<file path="src/rtl/ifu_pkg.sv">
`default_nettype none
// ============================================================================
// Module  : ifu_pkg
// Purpose : Shared types and constants for the instruction fetch unit:
//           fetch FSM state encoding, word size, default NOP word, fetch
//           timer width and a word-alignment helper.
// Revision: 1.0 - initial release
// ============================================================================
package ifu_pkg;

  typedef enum logic [0:0] {
    IDLE = 1'b0,
    REQ  = 1'b1
  } ifu_state_e;

  localparam int          WORD_BYTES  = 4;
  localparam logic [31:0] NOP_DEFAULT = 32'h0000_0000;

  // Wide enough for any FETCH_TIMEOUT in 1..255.
  localparam int          TIMER_W     = 8;

  function automatic logic is_word_aligned(input logic [31:0] addr);
    return (addr[1:0] == 2'b00);
  endfunction

endpackage
`default_nettype wire

</file>
<file path="src/rtl/instruction_fetch_unit_if.sv">
`default_nettype none
// ============================================================================
// Module  : instruction_fetch_unit_if
// Purpose : Instruction memory request/acknowledge bus.
// Ports   : Mem_Req  - fetch request (master -> memory)
//           Mem_Addr - fetch byte address, stable while Mem_Req=1
//           Mem_Ack  - read data valid (memory -> master)
//           Mem_Data - read data word
//           modport master: fetch unit side; modport slave: memory side.
// Revision: 1.0 - initial release
// ============================================================================
interface instruction_fetch_unit_if;

  logic        Mem_Req;
  logic [31:0] Mem_Addr;
  logic        Mem_Ack;
  logic [31:0] Mem_Data;

  modport master (
    output Mem_Req,
    output Mem_Addr,
    input  Mem_Ack,
    input  Mem_Data
  );

  modport slave (
    input  Mem_Req,
    input  Mem_Addr,
    output Mem_Ack,
    output Mem_Data
  );

endinterface
`default_nettype wire

</file>
<file path="src/rtl/ifu_pc_next.sv">
`default_nettype none
// ============================================================================
// Module  : ifu_pc_next
// Purpose : Combinational next-PC selection.
//           pc_select=0 -> ra_value
//           pc_select=1 -> pc + (inc_select ? branch_offset : WORD_BYTES)
//           Addition is 32-bit modulo.
// Ports   : pc, ra_value, branch_offset (in, 32), pc_select, inc_select
//           (in, 1), next_pc (out, 32).
// Revision: 1.0 - initial release
// ============================================================================
module ifu_pc_next
  import ifu_pkg::*;
(
  input  logic [31:0] pc,
  input  logic [31:0] ra_value,
  input  logic [31:0] branch_offset,
  input  logic        pc_select,
  input  logic        inc_select,
  output logic [31:0] next_pc
);

  logic [31:0] w_increment;

  always_comb begin
    w_increment = 32'(WORD_BYTES);
    if (inc_select) begin
      w_increment = branch_offset;
    end
    next_pc = ra_value;
    if (pc_select) begin
      next_pc = pc + w_increment;
    end
  end

endmodule
`default_nettype wire

</file>
<file path="src/rtl/instruction_fetch_unit.sv">
`default_nettype none
// ============================================================================
// Module  : instruction_fetch_unit
// Purpose : Owns PC, return-address (PC_Temp) and instruction register of
//           the multicycle core. Issues single word fetches over a req/ack
//           bus, times out stalled fetches and reports a sticky fault.
// Ports   : Clock, Reset (async, active-high)
//           PC_Enable, PC_Select, INC_Select, RA_Value, Branch_Offset
//             - PC update controls
//           IR_Enable - start a fetch at the current PC
//           mem       - instruction memory bus (master modport)
//           Instruction, PC, PC_Temp, Fetch_Busy, Fetch_Fault - status
// Config  : FETCH_ALIGN_CHECK_EN - when defined, a fetch from a PC that is
//           not word aligned is refused and raises Fetch_Fault.
// Revision: 1.0 - initial release
// ============================================================================
module instruction_fetch_unit
  import ifu_pkg::*;
#(
  parameter logic [31:0] RESET_PC      = 32'h0000_0000,
  parameter int          FETCH_TIMEOUT = 15,
  parameter logic [31:0] NOP_WORD      = NOP_DEFAULT
)
(
  input  logic                            Clock,
  input  logic                            Reset,
  input  logic                            PC_Enable,
  input  logic                            PC_Select,
  input  logic                            INC_Select,
  input  logic                            IR_Enable,
  input  logic [31:0]                     RA_Value,
  input  logic [31:0]                     Branch_Offset,
  instruction_fetch_unit_if.master        mem,
  output logic [31:0]                     Instruction,
  output logic [31:0]                     PC,
  output logic [31:0]                     PC_Temp,
  output logic                            Fetch_Busy,
  output logic                            Fetch_Fault
);

  // Timer value seen on the last waiting REQ cycle; the timeout fires on
  // the edge that would take the timer to FETCH_TIMEOUT.
  localparam logic [TIMER_W-1:0] TIMEOUT_LAST = TIMER_W'(FETCH_TIMEOUT - 1);

  ifu_state_e           state_q,    state_d;
  logic [TIMER_W-1:0]   timer_q,    timer_d;
  logic [31:0]          pc_q,       pc_d;
  logic [31:0]          pc_temp_q,  pc_temp_d;
  logic [31:0]          instr_q,    instr_d;
  logic [31:0]          mem_addr_q, mem_addr_d;
  logic                 mem_req_q,  mem_req_d;
  logic                 fault_q,    fault_d;

  logic [31:0]          w_next_pc;
  logic                 w_align_ok;

  ifu_pc_next u_pc_next (
    .pc            (pc_q),
    .ra_value      (RA_Value),
    .branch_offset (Branch_Offset),
    .pc_select     (PC_Select),
    .inc_select    (INC_Select),
    .next_pc       (w_next_pc)
  );

`ifdef FETCH_ALIGN_CHECK_EN
  assign w_align_ok = is_word_aligned(pc_q);
`else
  // Low address bits are passed through to memory untouched.
  assign w_align_ok = 1'b1;
`endif

  // --------------------------------------------------------------------------
  // State register
  // --------------------------------------------------------------------------
  always_ff @(posedge Clock or posedge Reset) begin
    if (Reset) begin
      state_q    <= IDLE;
      timer_q    <= '0;
      pc_q       <= RESET_PC;
      pc_temp_q  <= '0;
      instr_q    <= NOP_WORD;
      mem_addr_q <= '0;
      mem_req_q  <= 1'b0;
      fault_q    <= 1'b0;
    end else begin
      state_q    <= state_d;
      timer_q    <= timer_d;
      pc_q       <= pc_d;
      pc_temp_q  <= pc_temp_d;
      instr_q    <= instr_d;
      mem_addr_q <= mem_addr_d;
      mem_req_q  <= mem_req_d;
      fault_q    <= fault_d;
    end
  end

  // --------------------------------------------------------------------------
  // Next-state / datapath logic
  // --------------------------------------------------------------------------
  always_comb begin
    state_d    = state_q;
    timer_d    = timer_q;
    pc_d       = pc_q;
    pc_temp_d  = pc_temp_q;
    instr_d    = instr_q;
    mem_addr_d = mem_addr_q;
    mem_req_d  = mem_req_q;
    fault_d    = fault_q;

    // PC update is independent of the fetch FSM; the fetch address is
    // always taken from the pre-update pc_q.
    if (PC_Enable) begin
      pc_temp_d = pc_q;
      pc_d      = w_next_pc;
    end

    case (state_q)
      IDLE: begin
        if (IR_Enable) begin
          if (w_align_ok) begin
            mem_addr_d = pc_q;
            mem_req_d  = 1'b1;
            timer_d    = '0;
            state_d    = REQ;
          end else begin
            instr_d = NOP_WORD;
            fault_d = 1'b1;
          end
        end
      end

      REQ: begin
        // An ack on the timeout edge still delivers the data.
        if (mem.Mem_Ack) begin
          instr_d   = mem.Mem_Data;
          mem_req_d = 1'b0;
          state_d   = IDLE;
        end else if (timer_q == TIMEOUT_LAST) begin
          instr_d   = NOP_WORD;
          fault_d   = 1'b1;
          mem_req_d = 1'b0;
          state_d   = IDLE;
        end else begin
          timer_d = timer_q + TIMER_W'(1);
        end
      end

      default: begin
        state_d = IDLE;
      end
    endcase
  end

  assign mem.Mem_Req  = mem_req_q;
  assign mem.Mem_Addr = mem_addr_q;
  assign Instruction  = instr_q;
  assign PC           = pc_q;
  assign PC_Temp      = pc_temp_q;
  assign Fetch_Busy   = (state_q == REQ);
  assign Fetch_Fault  = fault_q;

endmodule
`default_nettype wire

</file>
<file path="src/flat_wrapper.sv">
// flat-port wrapper written by rule: the top's interface ports become plain ports
module instruction_fetch_unit_flat import ifu_pkg::*;
#(
  parameter logic [31:0] RESET_PC      = 32'h0000_0000,
  parameter int          FETCH_TIMEOUT = 15,
  parameter logic [31:0] NOP_WORD      = NOP_DEFAULT
)
  (Clock, Reset, PC_Enable, PC_Select, INC_Select, IR_Enable, RA_Value, Branch_Offset, Instruction, PC, PC_Temp, Fetch_Busy, Fetch_Fault, mem_Mem_Req, mem_Mem_Addr, mem_Mem_Ack, mem_Mem_Data);
  instruction_fetch_unit_if mem_i ();
  input  logic Clock;
  input  logic Reset;
  input  logic PC_Enable;
  input  logic PC_Select;
  input  logic INC_Select;
  input  logic IR_Enable;
  input  logic [31:0] RA_Value;
  input  logic [31:0] Branch_Offset;
  output logic [31:0] Instruction;
  output logic [31:0] PC;
  output logic [31:0] PC_Temp;
  output logic Fetch_Busy;
  output logic Fetch_Fault;
  output wire logic [$bits(mem_i.Mem_Req)-1:0] mem_Mem_Req;
  output wire logic [$bits(mem_i.Mem_Addr)-1:0] mem_Mem_Addr;
  input wire logic [$bits(mem_i.Mem_Ack)-1:0] mem_Mem_Ack;
  input wire logic [$bits(mem_i.Mem_Data)-1:0] mem_Mem_Data;
  assign mem_Mem_Req = mem_i.Mem_Req;
  assign mem_Mem_Addr = mem_i.Mem_Addr;
  assign mem_i.Mem_Ack = mem_Mem_Ack;
  assign mem_i.Mem_Data = mem_Mem_Data;
  instruction_fetch_unit #(.RESET_PC(RESET_PC), .FETCH_TIMEOUT(FETCH_TIMEOUT), .NOP_WORD(NOP_WORD)) u_core (.Clock(Clock), .Reset(Reset), .PC_Enable(PC_Enable), .PC_Select(PC_Select), .INC_Select(INC_Select), .IR_Enable(IR_Enable), .RA_Value(RA_Value), .Branch_Offset(Branch_Offset), .mem(mem_i), .Instruction(Instruction), .PC(PC), .PC_Temp(PC_Temp), .Fetch_Busy(Fetch_Busy), .Fetch_Fault(Fetch_Fault));
endmodule
</file>
<file path="config.mk">
export PLATFORM = sky130hd
export DESIGN_NAME = instruction_fetch_unit_flat
export DESIGN_NICKNAME = d
export VERILOG_FILES = /design/src/rtl/ifu_pkg.sv /design/src/rtl/instruction_fetch_unit_if.sv /design/src/rtl/ifu_pc_next.sv /design/src/rtl/instruction_fetch_unit.sv /design/src/flat_wrapper.sv
export SDC_FILE = /design/constraint.sdc
export NUM_CORES = 1
export LEC_CHECK = 0
export CAP_MARGIN = 0
export CORE_ASPECT_RATIO = 1.75
export CORE_UTILIZATION = 52
export CTS_CLUSTER_SIZE = 40
export DETAILED_ROUTE_END_ITERATION = 10
export HOLD_SLACK_MARGIN = 0.03
export PLACE_DENSITY_LB_ADDON = 0.05
export SLEW_MARGIN = 10
export SYNTH_ARGS = -nofsm -noshare
export SYNTH_HDL_FRONTEND = slang
export SYNTH_HIERARCHICAL = 1
export SYNTH_SLANG_ARGS = --single-unit
</file>
<file path="constraint.sdc">
create_clock -name Clock -period 10.4 [get_ports Clock]
set_input_delay 1.56 -clock Clock [delete_from_list [all_inputs] [get_ports Clock]]
set_output_delay 1.56 -clock Clock [all_outputs]
set_load 0.05 [all_outputs]
</file>
==> summary.md <==
| Metric | Value |
|---|---|
| Outcome | finished, final reports clean |
| CTS tree | built |
| Clock skew | 0.0116 ns |
| Area growth syn-to-layout | 38.6% |
| CP Launch Type | primary input |
| Fmax | 197 MHz |
| Hold Crit Class | reg2reg |
| Rel. slew slack | 20.9% |
| Post-route ant nets | 0 |
| Chip height | 165 um |
| Number of DRC markers in iteration 0 | 221 |
| Crit Path Class | in2reg |
| Largest net degree at the start of global routing | 87 |
| Crit-path max cell delay | 0.96 ns |
| Worst Setup EP | u_core/PC[12] |
| Worst setup EP type | flop |
| Wirelength per Cell | approximately 19 um |
| Initial core utilization | 53.1% |
| Final antenna diode count | 0 |
| Worst Tran Pin Value | 1.19 ns |
| Die ar. | 15800 sq um |
| Final Slew Violations | 0 |
| Post-CTS Hold Buffers | 0 |
| Gr usage total | around 28% |
| CTS root buf | clkbuf_16 |
| Register area share after synthesis | 43.9% |
| Die W | 95.3 um |
| Gpl congestion | 0.853 |
| Reg2reg end | u_core/PC[12] |
| R2R Path Start | u_core/PC[0] |
| Total grt overflow | 0 |
| DR vias/cell | 5.73 |
| Critical Path, Cell by Cell | clkdlybuf4s50_1 > and2_1 > ha_1 > fa_1 > a21o_1 > and4_4 > or2_2 > a31oi_1 > o21ai_0 > xor2_1 > mux2_2 > mux2_2 |
| Leak | roughly 4.8 nW |
| Routed vias | 6509 |
| Antenna violations before repair | 0 |
| Period minus WS final | 5.09 ns |
| Layout Nets | 1077 |
| Most frequent CP cell | mux2_2 |
| Synth cell types | 68 |
| Worst reg2reg setup slack | 7.36 ns |
| Crit. Startpoint | INC_Select |
| DRC Markers | 0 |
| Setup TNS Final | 0 ns |
| PostCTS Resize Cnt | 0 |
| Setup violators final | 0 |
| Final wirelength | 21.3 mm |
| Peak supply drop | 0.171 mV |
| Core Region | approximately 15000 sq um |
| RSZ-0062 raised after global routing | no |
| Clk slew on worst S/H paths | approximately 0.070 ns |
| CTS Buf Count | 17 |
| Data arrival, critical path | 5.40 ns |
| DP HPWL | around 15 mm |
| Layout cells sized above 1 | 18.3% |
| Total number of H-tree levels | 4 |
| Worst EP required | 10.71 ns |
| Vias in the first global route | 7053 |
| Crit Path Max Fanout | 32 |
| Max Root-Sink Buffers | 2 |
| DRT Pass-1 Iters | 4 |
| Warnings from Yosys | 6 |
| # IOs | roughly 230 |
| Clk Latency, worst-skew pair | around 0.43 ns |
| Reg2reg path depth | 10 |
| Post-synth EDFFs | 0 |
| Avg Cell Area, Syn | 11.0 sq um |
| Rows | 59 |
| Mapped Area | between 7000 and 8000 sq um |
| Synthesized Nets | 859 |
| # port buffers | around 230 |
| Slowest library cell on the worst path | clkdlybuf4s50_1 |
| Final Hold Fails | 0 |
| #FFs+latches synth | 139 |
| Inst Count DP | 1104 |
| Main synth FF type | dfrtp_1 |
| Post-CTS Setup Repair Bufs | 0 |
| Mapped Cells | 722 |
| P per Cell Area | 339 nW/um^2 |
| Fin cells | 1136 |
| Max_cap viols | 0 |
| Ys async rst share | 100% |
| Crit share post-route | between 40 and 50% |
| CTS Sinks | 139 |
| Global-route wire length before repair | about 34 mm |
## registers in the layout, summed over array words and instances (netlist names)
signal,cells
u_core/Instruction,32
u_core/mem.Mem_Addr,32
u_core/Fetch_Busy,1
u_core/PC_Temp,32
u_core/PC,32
u_core/Fetch_Fault,1
u_core/mem.Mem_Req,1
u_core/timer_q,8
## cells in the mapped netlist, drive strengths merged (7+ instances only)
cell type,number,area (sq um)
nand2b,9,56.3
clkbuf,20,75.1
a21o,15,113
xor2,9,78.8
o21bai,7,78.8
nand2,26,97.6
and2,35,219
mux2,119,1340
a2bb2oi,32,280
ha,33,413
xnor2,16,140
o211ai,9,72.6
a21oi,32,171
nor2,22,85.1
o21ai,44,224
inv,44,165
dfrtp,139,3480
buf,16,103
nor3,7,40.0
a31oi,9,56.3
nand3,12,60.1
## layer usage
metal	vias to the layer above	global-route usage (%)	wire length [um]
met2	217	52.5	11800
met5	-	0	0
met3	43	7.23	1270
li1	3062	-	-
met1	3187	28.7	7540
met4	0	12.1	651
## critical path, delay by kind of cell
kind            cells  cell delay (ns)
fa+ha+maj           2             0.65
buf+inv             1             0.96
simple gates        3             0.92
mux                 2             0.53
xor+xnor            1             0.16
compound gates      3             0.60
## kinds of logic (layout without fill, tap and decap cells)
group                      count (synthesis)  count (layout)  synth area share [%]
AOI/OAI and AO/OA                        179             179                  16.1
and+or+nand+nor                          141             141                  9.91
DFF                                      139             139                  43.9
muxes                                    124             124                  17.5
buffers and inverters                     80             311                  4.33
adders and majority gates                 34              34                  5.46
xor gates and xnor gates                  25              25                  2.76
## area by class of cell
type                       instances  area [sq um]
inverter                          44           170
clock buffer                      19           453
timing repair buffer             235          2340
clock inverter                    13           205
fill                            1086          3930
tap                              183           229
multi-input combinational        503          4110
sequential                       139          3480
## how the worst min path moves through the flow
| stage | from | to | depth (start not counted) |
|---|---|---|---|
| after floorplan | u_core/timer_q[6] | u_core/timer_q[6] | 1 |
| after global placement | u_core/Fetch_Fault | u_core/Fetch_Fault | 1 |
| after detailed placement | u_core/Fetch_Fault | u_core/Fetch_Fault | 1 |
| after CTS | u_core/Fetch_Fault | u_core/Fetch_Fault | 1 |
| after global routing | u_core/Fetch_Fault | u_core/Fetch_Fault | 1 |
| final | u_core/Fetch_Fault | u_core/Fetch_Fault | 1 |
## cells in the final DEF, fill, tap and decap left out, types with 9 or more instances in the layout
cell             count
ha_1                33
o21ai_0             41
nor2_1              21
mux2_2             119
a21oi_1             29
a31oi_1              9
clkbuf_16           17
a21o_1              15
inv_1               43
nand2_1             26
xor2_1               9
dfrtp_1            139
and2_1              35
nand3_1             12
a2bb2oi_1           32
clkdlybuf4s50_1    231
xnor2_1             16
## metrics by stage
stage | util (%) | area (sq um) | power (mW) | hold WS (ns) | worst slack, ns
floorplan | - | 7930 | 2.37 | 0.478 | 5.12
finish | 73.6 | 11000 | 3.72 | 0.487 | 5.31
global placement | 69.2 | 10300 | 2.99 | 0.477 | 5.01
detailed placement | 69.2 | 10300 | 3.04 | 0.474 | 4.91
CTS | 73.6 | 11000 | 3.74 | 0.495 | 5.34
global route | 73.6 | 11000 | 3.90 | 0.503 | 5.13
## where the power goes
part	leakage, nW	internal (mW)	switching, mW	total, mW
registers	1.64	0.760	0.174	0.935
logic	2.82	0.811	1.29	2.11
clock network	0.320	0.422	0.257	0.679
total	4.78	1.99	1.73	3.72
Note: power is estimated with default switching activity, not from simulation.
